===== src/rtl/mem_arb_pkg.sv =====
// Shared types and defaults for the fetch/data memory port arbiter.
package mem_arb_pkg;

   // Arbiter FSM state; the 2-bit encoding is also what shows up in traces.
   typedef enum logic [1:0] {
      ARB_IDLE  = 2'd0,
      ARB_FETCH = 2'd1,
      ARB_DATA  = 2'd2
   } arb_state_e;

   // Which requester currently owns the memory port, for debug traces.
   typedef enum logic [1:0] {
      OWN_NONE  = 2'd0,
      OWN_FETCH = 2'd1,
      OWN_DATA  = 2'd2
   } arb_owner_e;

   // Consecutive data grants tolerated while fetch waits (legal range 1..15).
   localparam int unsigned STARVE_LIMIT_DEFAULT = 4;
   localparam int unsigned CNT_W_DEFAULT        = 4;

   // Map an FSM state to the owner it represents.
   function automatic arb_owner_e owner_of(input arb_state_e s);
      arb_owner_e o;
      o = OWN_NONE;
      case (s)
         ARB_FETCH: o = OWN_FETCH;
         ARB_DATA:  o = OWN_DATA;
         default:   o = OWN_NONE;
      endcase
      return o;
   endfunction

endpackage


===== src/rtl/mem_port_arbiter_starve_counter.sv =====
// Saturating counter of consecutive data grants taken while fetch was waiting.
// clr has priority over inc; the count never moves past LIMIT.
module starve_counter #(
   parameter int unsigned CNT_W = 4,
   parameter int unsigned LIMIT = 4
) (
   input  logic             clock,
   input  logic             reset,
   input  logic             inc_i,
   input  logic             clr_i,
   output logic [CNT_W-1:0] cnt_o,
   output logic             limit_reached_o
);

   localparam logic [CNT_W-1:0] LIMIT_C = CNT_W'(LIMIT);

   logic [CNT_W-1:0] cnt_q;
   logic [CNT_W-1:0] cnt_d;

   // Next count: clear wins, increment only while below the limit.
   always_comb begin
      cnt_d = cnt_q;
      if (clr_i) begin
         cnt_d = '0;
      end else if (inc_i && (cnt_q < LIMIT_C)) begin
         cnt_d = cnt_q + CNT_W'(1);
      end
   end

   // Count register with synchronous reset.
   always_ff @(posedge clock) begin
      if (reset) begin
         cnt_q <= '0;
      end else begin
         cnt_q <= cnt_d;
      end
   end

   assign cnt_o           = cnt_q;
   assign limit_reached_o = (cnt_q >= LIMIT_C);

endmodule


===== src/rtl/mem_port_arbiter.sv =====
// Arbiter sharing one single-ported, variable-latency memory between
// instruction fetch (read only) and the memory stage (byte/word read/write).
//
//  state     | meaning
//  ----------|-----------------------------------------------------------
//  ARB_IDLE  | no access in flight; pick a winner among eligible requesters
//  ARB_FETCH | fetch read outstanding; mem_* held until mem_ack
//  ARB_DATA  | data access outstanding; mem_* held until mem_ack
//
// Data wins by default (the memory-stage instruction is older); once
// STARVE_LIMIT data grants have been made back to back over a waiting fetch,
// fetch is forced through. A requester whose done flag is high is not
// eligible, so a req that has not been dropped yet cannot re-win the port
// in its own done cycle.
module mem_port_arbiter
   import mem_arb_pkg::*;
#(
   parameter int unsigned STARVE_LIMIT = STARVE_LIMIT_DEFAULT,
   parameter int unsigned CNT_W        = CNT_W_DEFAULT
) (
   input  logic        clock,
   input  logic        reset,
   input  logic        fetch_req,
   input  logic [31:0] fetch_addr,
   output logic        fetch_done,
   output logic [31:0] fetch_rdata,
   input  logic        data_req,
   input  logic        data_we,
   input  logic        data_byte,
   input  logic [31:0] data_addr,
   input  logic [31:0] data_wdata,
   output logic        data_done,
   output logic [31:0] data_rdata,
   output logic        mem_req,
   output logic        mem_we,
   output logic        mem_byte,
   output logic [31:0] mem_addr,
   output logic [31:0] mem_wdata,
   input  logic        mem_ack,
   input  logic [31:0] mem_rdata,
   output logic        stall_fetch,
   output logic        stall_mem
);

   arb_state_e  state_q;
   logic        mem_req_q;
   logic        mem_we_q;
   logic        mem_byte_q;
   logic [31:0] mem_addr_q;
   logic [31:0] mem_wdata_q;
   logic        fetch_done_q;
   logic        data_done_q;
   logic [31:0] fetch_rdata_q;
   logic [31:0] data_rdata_q;

   logic             fetch_elig;
   logic             data_elig;
   logic             grant_data;
   logic             grant_fetch;
   logic             cnt_inc;
   logic             cnt_clr;
   logic             limit_reached;
   logic [CNT_W-1:0] starve_cnt;

   // Grant decision, only meaningful while idle.
   always_comb begin
      fetch_elig  = fetch_req & ~fetch_done_q;
      data_elig   = data_req & ~data_done_q;
      grant_data  = 1'b0;
      grant_fetch = 1'b0;
      if (state_q == ARB_IDLE) begin
         grant_data  = data_elig & (~fetch_elig | ~limit_reached);
         grant_fetch = fetch_elig & ~grant_data;
      end
      cnt_inc = grant_data & fetch_elig;
      cnt_clr = grant_fetch | (grant_data & ~fetch_elig);
   end

   starve_counter #(
      .CNT_W (CNT_W),
      .LIMIT (STARVE_LIMIT)
   ) u_starve (
      .clock           (clock),
      .reset           (reset),
      .inc_i           (cnt_inc),
      .clr_i           (cnt_clr),
      .cnt_o           (starve_cnt),
      .limit_reached_o (limit_reached)
   );

   // Arbiter FSM with registered memory-side and requester-side outputs.
   always_ff @(posedge clock) begin
      if (reset) begin
         state_q       <= ARB_IDLE;
         mem_req_q     <= 1'b0;
         mem_we_q      <= 1'b0;
         mem_byte_q    <= 1'b0;
         mem_addr_q    <= '0;
         mem_wdata_q   <= '0;
         fetch_done_q  <= 1'b0;
         data_done_q   <= 1'b0;
         fetch_rdata_q <= '0;
         data_rdata_q  <= '0;
      end else begin
         fetch_done_q <= 1'b0;
         data_done_q  <= 1'b0;
         unique case (state_q)
            ARB_IDLE: begin
               if (grant_data) begin
                  state_q     <= ARB_DATA;
                  mem_req_q   <= 1'b1;
                  mem_we_q    <= data_we;
                  mem_byte_q  <= data_byte;
                  mem_addr_q  <= data_addr;
                  mem_wdata_q <= data_wdata;
               end else if (grant_fetch) begin
                  state_q     <= ARB_FETCH;
                  mem_req_q   <= 1'b1;
                  mem_we_q    <= 1'b0;
                  mem_byte_q  <= 1'b0;
                  mem_addr_q  <= fetch_addr;
                  mem_wdata_q <= '0;
               end
            end
            ARB_FETCH: begin
               if (mem_ack) begin
                  state_q       <= ARB_IDLE;
                  mem_req_q     <= 1'b0;
                  fetch_done_q  <= 1'b1;
                  fetch_rdata_q <= mem_rdata;
               end
            end
            ARB_DATA: begin
               if (mem_ack) begin
                  state_q     <= ARB_IDLE;
                  mem_req_q   <= 1'b0;
                  data_done_q <= 1'b1;
                  // A write returns nothing; keep the last read value.
                  if (!mem_we_q) begin
                     data_rdata_q <= mem_rdata;
                  end
               end
            end
            default: begin
               state_q   <= ARB_IDLE;
               mem_req_q <= 1'b0;
            end
         endcase
      end
   end

   assign mem_req     = mem_req_q;
   assign mem_we      = mem_we_q;
   assign mem_byte    = mem_byte_q;
   assign mem_addr    = mem_addr_q;
   assign mem_wdata   = mem_wdata_q;
   assign fetch_done  = fetch_done_q;
   assign data_done   = data_done_q;
   assign fetch_rdata = fetch_rdata_q;
   assign data_rdata  = data_rdata_q;

   assign stall_fetch = fetch_req & ~fetch_done_q;
   assign stall_mem   = data_req & ~data_done_q;

   // The starvation count can never exceed its limit.
   a_cnt_bound: assert property (@(posedge clock) disable iff (reset)
      starve_cnt <= CNT_W'(STARVE_LIMIT));

endmodule


===== config.mk =====
export PLATFORM = sky130hd
export DESIGN_NAME = mem_port_arbiter
export DESIGN_NICKNAME = d
export VERILOG_FILES = /design/src/rtl/mem_arb_pkg.sv /design/src/rtl/mem_port_arbiter_starve_counter.sv /design/src/rtl/mem_port_arbiter.sv
export SDC_FILE = /design/constraint.sdc
export NUM_CORES = 1
export LEC_CHECK = 0
export ABC_AREA = 1
export BUFFER_PORTS_ARGS = -buffer_cell sky130_fd_sc_hd__buf_4
export CORE_UTILIZATION = 49
export CTS_CLUSTER_DIAMETER = 40
export DETAILED_ROUTE_END_ITERATION = 6
export GPL_ROUTABILITY_DRIVEN = 0
export HOLD_SLACK_MARGIN = 0.05
export PLACE_DENSITY = 0.84
export SLEW_MARGIN = 20
export SYNTH_ARGS = -nofsm -noshare
export SYNTH_HDL_FRONTEND = slang
export SYNTH_HIERARCHICAL = 1
export SYNTH_SLANG_ARGS = --single-unit

===== constraint.sdc =====
create_clock -name clock -period 4.6 [get_ports clock]
set_clock_uncertainty 0.05 [all_clocks]
set_input_delay 0.92 -clock clock [delete_from_list [all_inputs] [get_ports clock]]
set_output_delay 0.92 -clock clock [all_outputs]
set_load 0.05 [all_outputs]

==> run summary <==
RSZ-0062 raised after global routing: false
FFs w/ async S/R, synth: 0%
Max_cap viols: 0
Via density: 5.00
Post-route ant nets: 0
P_sw: 1230 uW
Vias: 5,835
Seq pwr share: 37.1%
Unique cell type count in the Yosys netlist: 20
Worst setup SP type: input pin
Combinational share of power: 25.5%
Global-route wire length before repair: 25.0 mm
Clock-pin slew on the worst setup and hold paths: 0.06 ns
Die Y: 109 um
GRT busiest layer: met2
Fillers: 902
Final #Nets: 1,154
H-tree levels: 4
Post-Syn Instances: 774
LEAKAGE: 0.00410 uW
Site Rows: 38
Crit path max fanout: 21
Met3 GRT Util: 8.13%
Clock sink count: 139
Final WL: 16.4 mm
CTS tree: built
Multi-input logic area: 2260 sq um
Clock network power share: 37.3%
Hold Vio Cnt, Final: 0
Max Root-Sink Buffers: 2
# IOs: 270
Maximum vdd ir drop: 220 uV
Syn Area/Cell: 7.24 sq um
Synthesized flop and latch total: 139
Cts repair resizes: 0
Total grt overflow: 0
Number of post-CTS setup repair buffers: 0
Crit path kind: input pin to output pin
Endpoint type of the worst setup path: output pin
Post-Syn Nets: 913
DR WL/cell: 14.0 um
DR iter-0 viols: 558
Initial antenna violation count: 0
CTS Hold Bufs: 0
Most frequent cell after synthesis: nand2_1
Post-synth EDFFs: 0
Global routing usage on met2: 45.8%
Register Area: 2780 sq um
Final Slew Violations: 0
Type of the tightest min-delay check: register to register
Cell Area, Synth: 5610 sq um
Top cells by count, synth: nand2_1, dfxtp_1, nor2_1
Die X: 109 um
Power per Cell Area: 445 nW/um^2
Post-synth top area cell: dfxtp_1
Worst hold slack: 0.404 ns
Design area: 8180 sq um
Synth top area cells: dfxtp_1, nand2_1, nor2_1
Int Pwr: 2410 uW
Largest net degree at the start of global routing: 73
Final setup vio count: 0
Core Box Area: 11,000 sq um
Fmax: 341 MHz
Overall Power: 3640 uW
Final worst path period share: 63.7%
Status: finished clean
Die area: 11,900 sq um
Sequential area share after synthesis: 49.6%
Final setup TNS: 0 ns
Worst slew pin tran: 1.03 ns
Post-layout util: 74.5%
CTS buffer count: 17
Synthesis Warnings: 6
PortBufs: 269
Fraction of layout cells with a size suffix above 1: 30.7%
DP Area: 7590 sq um
# DRC: 0
Sw frac: 33.7%
CP Data Required Time: 3.63 ns
Gr usage total: 27.0%
Post-synth top flop: dfxtp_1
Initial Util: 51.0%
Global routing met1 resource utilization: 31.4%
Area delta synth->final: 45.9%
Final min period: 2.93 ns
Vias in the first global route: 5,305
Max-slew headroom: 31.0%
Top cell type's share of synthesized area: 49.6%
Ant diodes: 0
Critical path arrival: 1.96 ns
Clk Latency, worst-skew pair: 0.41 ns
CTS Root Buffer Type: clkbuf_16
Post-DP HPWL: 11.2 mm
Detailed Routing Iterations Pass 1: 7
## area by class of cell
type / count / area share (%)
timing repair buffer: 275 / 25.2
sequential: 139 / 34.0
multi-input combinational: 499 / 27.6
clock inverter: 13 / 1.93
tap: 140 / 2.14
clock buffer: 19 / 5.29
inverter: 83 / 3.81
## flip-flops by register name, summed over array words and instances, names as in the netlist
| signal | count |
|---|---|
| state_q | 2 |
| fetch_done | 1 |
| mem_addr | 32 |
| data_rdata | 32 |
| mem_byte | 1 |
| mem_wdata | 32 |
| mem_req | 1 |
| mem_we | 1 |
| fetch_rdata | 32 |
| data_done | 1 |
| u_starve/cnt_o | 4 |
## power groups by stage
stage               Clock (uW)  Combinational [uW]  Sequential, uW
global route              1430                 996            1360
detailed placement           0                 925            1380
finish                    1360                 930            1350
floorplan                    0                 300            1700
global placement             0                 916            1370
CTS                       1380                 930            1350
## routing by layer
layer / vias up / part of all wire, %
met5: - / 0
met4: 0 / 2.4
met3: 31 / 9.6
met2: 249 / 48
met1: 2601 / 40
li1: 2954 / -
## logic make-up (layout without fill, tap and decap cells)
| family | Yosys count | count (layout) | share of synthesized area [%] |
|---|---|---|---|
| simple gates | 358 | 358 | 27.0 |
| buf+inv | 136 | 390 | 10.2 |
| fa+ha+maj | 4 | 4 | 0.893 |
| flops | 139 | 139 | 49.6 |
| compound gates | 137 | 137 | 12.3 |
## worst paths after layout
path | start | to | slack [ns] | cells after the start
worst max-delay path | data_req | stall_mem | 1.67 | 5
worst min-delay path | mem_req$_SDFFE_PP0P_ | mem_req$_SDFFE_PP0P_ | 0.40 | 2
worst max register to register | u_starve/cnt_o[2]$_SDFFE_PP0P_ | mem_wdata[7]$_SDFFE_PP0P_ | 1.97 | 7
worst min register to register | mem_req$_SDFFE_PP0P_ | mem_req$_SDFFE_PP0P_ | 0.40 | 2
## critical path: stages
cell	delay [ns]
buf_4	0.09
inv_1	0.05
nor2_4	0.32
buf_4	0.32
buf_4	0.24
## per-stage QoR
step	setup slack [ns]	instances
CTS	1.71	1168
floorplan	2.15	774
finish	1.67	1168
global placement	1.66	1136
detailed placement	1.58	1136
global route	1.65	1168
## layout by cell type, fill, tap and decap left out, drive strengths merged
| master | synthesis | routed |
|---|---|---|
| a21oi | 72 | 72 |
| buf | 27 | 275 |
| bufinv | 0 | 2 |
| clkbuf | 26 | 19 |
| clkinv | 0 | 2 |
| clkinvlp | 0 | 3 |
| dfxtp | 139 | 139 |
| ha | 4 | 4 |
| inv | 83 | 89 |
| nand2 | 147 | 147 |
| nand3 | 40 | 40 |
| nand4 | 32 | 32 |
| nor2 | 139 | 139 |
| o21ai | 65 | 65 |
Power figures use the tool's default switching activity.
